==> src/rtl/gpu_pkg.sv <==
// Shared definitions for the GPU core: the core pipeline state encoding and
// the bit positions of the {N,Z,P} condition-code fields.
package gpu_pkg;

  // Core pipeline states, driven by the core scheduler into each unit.
  typedef enum logic [2:0] {
    CS_IDLE    = 3'b000,
    CS_FETCH   = 3'b001,
    CS_DECODE  = 3'b010,
    CS_REQUEST = 3'b011,
    CS_WAIT    = 3'b100,
    CS_EXECUTE = 3'b101,
    CS_UPDATE  = 3'b110,
    CS_DONE    = 3'b111
  } core_state_t;

  // Raw encodings, for units that take core_state as a plain 3-bit vector.
  localparam logic [2:0] STATE_IDLE    = 3'b000;
  localparam logic [2:0] STATE_FETCH   = 3'b001;
  localparam logic [2:0] STATE_DECODE  = 3'b010;
  localparam logic [2:0] STATE_REQUEST = 3'b011;
  localparam logic [2:0] STATE_WAIT    = 3'b100;
  localparam logic [2:0] STATE_EXECUTE = 3'b101;
  localparam logic [2:0] STATE_UPDATE  = 3'b110;
  localparam logic [2:0] STATE_DONE    = 3'b111;

  // Bit indices inside a 3-bit condition-code field.
  localparam int NZP_N = 2;
  localparam int NZP_Z = 1;
  localparam int NZP_P = 0;

  // A branch is taken when any held flag matches the instruction's mask.
  // A zero mask therefore never branches; an all-ones mask branches on any
  // non-zero flag set.
  function automatic logic branch_taken(input logic [2:0] nzp,
                                        input logic [2:0] mask);
    return |(nzp & mask);
  endfunction

endpackage

==> src/rtl/pc.sv <==
// Program-counter unit: holds the NZP condition codes produced by compare
// instructions and computes the registered next PC during EXECUTE, either the
// branch target or the sequential successor.
//
// Timing: updated_pc is a pure register output, valid one cycle after the
// EXECUTE edge. The branch decision uses the flags held before that edge, so
// flags latched in UPDATE only influence the following EXECUTE.
module pc
  import gpu_pkg::*;
#(
  parameter int PC_BITS  = 8,
  parameter int NZP_BITS = 3
) (
  input  logic                clk,
  input  logic                reset,
  input  logic [2:0]          core_state,
  input  logic                nzp_write_en,
  input  logic [NZP_BITS-1:0] alu_nzp,
  input  logic [NZP_BITS-1:0] inst_nzp,
  input  logic [PC_BITS-1:0]  current_pc,
  input  logic [PC_BITS-1:0]  immediate,
  output logic [PC_BITS-1:0]  updated_pc
);

  logic [PC_BITS-1:0]  updated_pc_q, updated_pc_d;
  logic [NZP_BITS-1:0] nzp_q, nzp_d;
  logic                take_branch;

  // Next-state selection: PC moves only in EXECUTE, flags only in UPDATE.
  always_comb begin
    updated_pc_d = updated_pc_q;
    nzp_d        = nzp_q;
    take_branch  = branch_taken(nzp_q, inst_nzp);
    if (core_state == STATE_EXECUTE) begin
      // Sequential successor wraps naturally at 2^PC_BITS.
      updated_pc_d = take_branch ? immediate : (current_pc + PC_BITS'(1));
    end
    if ((core_state == STATE_UPDATE) && nzp_write_en) begin
      nzp_d = alu_nzp;
    end
  end

  // State registers; reset wins over any core_state in the same cycle and
  // clears the flags so the first EXECUTE after reset cannot branch.
  always_ff @(posedge clk) begin
    if (reset) begin
      updated_pc_q <= '0;
      nzp_q        <= '0;
    end else begin
      updated_pc_q <= updated_pc_d;
      nzp_q        <= nzp_d;
    end
  end

  assign updated_pc = updated_pc_q;

endmodule

==> config.mk <==
export PLATFORM = sky130hd
export DESIGN_NAME = pc
export DESIGN_NICKNAME = d
export VERILOG_FILES = /design/src/rtl/gpu_pkg.sv /design/src/rtl/pc.sv
export SDC_FILE = /design/constraint.sdc
export NUM_CORES = 1
export LEC_CHECK = 0
export BUFFER_PORTS_ARGS = -buffer_cell sky130_fd_sc_hd__buf_4
export CELL_PAD_IN_SITES_DETAIL_PLACEMENT = 2
export CELL_PAD_IN_SITES_GLOBAL_PLACEMENT = 2
export CORE_MARGIN = 2
export CORE_UTILIZATION = 21
export DETAILED_ROUTE_END_ITERATION = 12
export GPL_TIMING_DRIVEN = 0
export PLACE_DENSITY = 0.78
export REMOVE_ABC_BUFFERS = 1
export SLEW_MARGIN = 25
export SYNTH_ARGS = -nofsm -noshare
export SYNTH_HDL_FRONTEND = slang
export SYNTH_SLANG_ARGS = --single-unit
==> constraint.sdc <==
create_clock -name clk -period 1.8 [get_ports clk]
set_input_delay 0 -clock clk [delete_from_list [all_inputs] [get_ports clk]]
set_output_delay 0 -clock clk [all_outputs]
set_load 0.02 [all_outputs]
### Yosys cells after proc, flatten, opt, wreduce, memory -nomap -nowiden

Index checks and enable logic that the tools add are counted.

* register bits: 11
* bits of input ports: 28
* output and inout port bits: 8
* logic and storage cells: 9

* bitwise logic cells: 1
* add/subtract/negate cells: 1
* equality and inequality tests: 2
* muxes and demuxes: 1
* reduce and logical (&&, ||, !) cells: 2

Operators by type and width (count)
* 8-bit by 1-bit adder with 8-bit output (second input constant): 1
* 8-bit two-way mux: 1
* 3-bit equality test (second input constant): 2
* 3-bit bitwise AND: 1
* 3-bit OR reduction: 1
* 1-bit logical AND: 1

### Logic depth before layout (Yosys ltp)

* depth after elaboration: 3
* mapped depth: 5
* gate-level depth less buffers: 5

### Worst setup path after synthesis

OpenSTA, ideal clock, no wires.

* path kind: flip-flop to flip-flop
* start point: register nzp_q[0]
* end point: register updated_pc_q[5] (netlist: updated_pc[5])
* setup slack: 0.505 ns
* path buffers: 1
* cell stages (with the launch flop): 6
* library setup time: 0.121 ns
* arrival time: 1.174 ns
* cells stage by stage: dfxtp_1 > a222oi_1 > buf_4 > nor4b_1 > a31oi_1 > o21ai_1

* longest elaborated chain between the ends: 3

Ends and longest elaborated chain
* start: declaration: line pc.sv:26 `logic [NZP_BITS-1:0] nzp_q, nzp_d;`
* start signal: assignment: line pc.sv:51 `nzp_q <= nzp_d;`
* 3-bit bitwise AND: line gpu_pkg.sv:37 `return |(nzp & mask);`
* 3-bit OR reduction: line gpu_pkg.sv:37
* 8-bit two-way mux: line pc.sv:36 `updated_pc_d = take_branch ? immediate : (current_pc + PC_BITS'(1));`
* end signal: assignment: line pc.sv:50 `updated_pc_q <= updated_pc_d;`
* end: declaration: line pc.sv:25 `logic [PC_BITS-1:0] updated_pc_q, updated_pc_d;`

Every way passes these cells.
A chain may end at the register's enable or synchronous reset.

### Final worst setup path

* start point: register nzp_q[0]
* end point: register updated_pc_q[0] (netlist: updated_pc[0])

Same word-level chain as after synthesis.

==> flow_summary.toml <==
[run_status]
status = "completed"

[logic_synthesis]
avgSynthCellArea_sq_um = 8.595
seq_area_frac_synth = 0.3713
synth_compound_area_frac = 0.1751
synth.distinct_cells = 23
synth.area.mux_share = 0.08439
synthesis.area_sq_um = 593.1
synth_xor_area_frac = 0.08861
synthAdderAreaFrac = 0.02110
ys_seq_elements = 11
synthSimpleGateAreaFrac = 0.2152
yosys_warnings = 0
synth_cells = 69
synth_top_family_by_area = "simple AND/OR/NAND/NOR gates"

[critical_path]
path_class = "flop to flop"
r2r_end = "updated_pc[0]"
start_kind = "flop"
cp.required_ns = 1.97
crit_arrival_ns = 1.71
rr_startpoint = "nzp_q[0]"
reg2reg_depth = 5
reg2reg_slack_ns = 0.25
endpoint_kind = "flop"
critPathLaunch = "nzp_q[0]"
critPathMaxFanout = 6
endpoint = "updated_pc[0]"

[route]
avgRoutedWirePerCell_microns = 13.99
drtAntennaViolNets = 0
drt-total-wl_mm = 2.001
vias = 687
via_per_inst = 4.804
first_pass_iters = 4
dr.first_iter.drc_count = 12
drt_drc_violations_left = 0

[power]
swShare = 0.2657
pwr-share-seq = 0.456
clkPwrFrac = 0.309
intPower_mw = 0.4142
p_switching_mw = 0.1499
power_density_nw_per_um2 = 581.6
peakVddDrop_mv = 0.3271
combPwrFrac = 0.236
leakage_nw = 0.4565

[grt]
grt_max_degree = 12
grt_use_total = 0.1319
antenna_found_initial = 0
grt_pass1_wl_mm = 3.236
grt_pass1_vias = 750
gr-total-overflow = 0

[clock_tree]
clock_latency_ns = 0.28
clock_path_buffers = 2
cts_tree = "yes"
htree_levels = 1
clock_sinks = 11
cts_root_buf = "clkbuf_4"
cts_buffers = 3
cts_resized = 0
clk_pin_slew_ns = 0.07

[floorplanning]
ios = 36
rows = 19
die_area_sq_um = 3265
die_w_microns = 57.14
coreArea_sq_um = 2710
start_util = 0.2188
fp.dieH_microns = 57.14

[sta]
relSlewSlack = 0.7085
finalCriticalPeriod_ns = 1.546
finalSetupViolations = 0
drv_slew = 0
worst_pin_slew_ns = 0.4360
setup_ws_ns = 0.2539
min_period_over_period = 0.8590
fmax_mhz = 646.8
rsz0062_at_grt = "false"
fin_skew_ns = 0.005019
finalHoldViolCount = 0

[placement]
numPortBuffers = 35
hpwlAfterDp_mm = 1.628
dp_cells = 133
gp_congestion = 0.6577
dp_slack_ns = -0.07465

[flow_run]
cap_violations = 0

[finish]
fin_nets = 142
diodes = 0
final_cells = 143
syn_to_final_growth_pct = 63.50
drive_gt1_frac = 0.3661

[worst_hold_path]
hold_path_class = "input pin to flop"
hp-start = "current_pc[5]"
## cell type report
class / instances / area (sq um)
clock buffers: 4 / 26.28
repair buffers: 43 / 330.3
inverters: 2 / 7.507
well taps: 31 / 38.79
fillers: 323 / 1740
flip-flops and latches: 11 / 220.2
multi-input cells: 52 / 346.6
## power by group through the flow
stage	logic [mW]	clock network (mW)	registers, mW
2_1_floorplan	0.0376	0	0.271
3_3_place_gp	0.120	0	0.262
3_5_place_dp	0.125	0	0.263
4_1_cts	0.135	0.184	0.257
5_1_grt	0.147	0.198	0.258
6_report	0.133	0.174	0.257
## synthesized netlist by cell type
cell type / n / area share
nor2_1: 5 / 0.032
xor2_1: 5 / 0.074
clkbuf_1: 3 / 0.019
a21oi_1: 5 / 0.042
and3b_1: 1 / 0.015
nand3_1: 6 / 0.051
nand2_1: 4 / 0.025
o21ai_1: 3 / 0.025
xnor2_1: 1 / 0.015
a222oi_1: 1 / 0.017
inv_1: 2 / 0.013
dfxtp_1: 11 / 0.37
buf_4: 1 / 0.013
o211ai_1: 1 / 0.013
a31oi_1: 3 / 0.032
o21ai_0: 2 / 0.017
nor4b_1: 3 / 0.044
nand4b_1: 1 / 0.015
and3_1: 2 / 0.021
ha_1: 1 / 0.021
a211o_1: 2 / 0.030
nand3b_1: 1 / 0.013
mux2i_1: 5 / 0.084
## worst min-delay path by stage
| stage | to | slack (ns) | cells after the start |
|---|---|---|---|
| 2_1_floorplan | updated_pc[2] | 0.07 | 1 |
| 3_3_place_gp | nzp_q[1] | 0.24 | 3 |
| 3_5_place_dp | updated_pc[4] | 0.25 | 2 |
| 4_1_cts | updated_pc[5] | 0.004 | 3 |
| 5_1_grt | updated_pc[5] | 0.03 | 3 |
| 6_report | updated_pc[5] | 0.006 | 3 |
## registers in the layout (all words and copies together), names as in the netlist
name and count:
nzp_q 3, updated_pc 8
## critical path, cell delays in order, from the launching register on
cell,delay (ns)
dfxtp_1,0.32
a222oi_1,0.44
buf_2,0.25
buf_2,0.17
mux2i_1,0.18
a21oi_1,0.08
## layer usage
| layer | vias up | global-route usage | wire, microns |
|---|---|---|---|
| li1 | 337 | - | - |
| met1 | 322 | 0.1325 | 776 |
| met2 | 25 | 0.2479 | 1060 |
| met3 | 3 | 0.05215 | 138 |
| met4 | 0 | 0.03987 | 25 |
| met5 | - | 0 | 0 |
## kinds of logic after synthesis
kind of cell | count (synthesis)
flip-flops | 11
adder cells (fa/ha/maj) | 1
XOR/XNOR | 6
AO/OA/AOI/OAI | 17
multiplexers | 5
buffers and inverters | 6
AND/OR/NAND/NOR | 23
## what timing repair did
action / CTS / global route
hold endpoints to repair: 7 / 0
hold buffers: 5 / 0
setup endpoints to repair: 5 / 0
setup buffers: 1 / 0
## cells in the final DEF, fill, tap and decap left out, drive strengths merged, types with 2 or more instances in the layout
cell,n
xor2,5
buf,38
o21ai,5
clkbuf,4
nand2,4
dlygate4sd3,5
dfxtp,11
and3,2
mux2i,5
inv,2
a21oi,5
a211o,2
nor4b,3
a31oi,3
nor2,5
nand3,6
## metrics by stage
| stage | utilization | TNS, ns | hold slack, ns | cell area (sq um) | total power [mW] |
|---|---|---|---|---|---|
| 2_1_floorplan | - | -0.01133 | 0.06907 | 574.3 | 0.3087 |
| 3_3_place_gp | 0.3232 | -3.043 | 0.2432 | 875.8 | 0.3827 |
| 3_5_place_dp | 0.3269 | -0.2892 | 0.2508 | 885.9 | 0.3876 |
| 4_1_cts | 0.3578 | 0 | 0.004039 | 969.7 | 0.5767 |
| 5_1_grt | 0.3578 | 0 | 0.03309 | 969.7 | 0.6033 |
| 6_report | 0.3578 | 0 | 0.006029 | 969.7 | 0.5640 |
No activity file was read; power rests on OpenSTA's default activity.
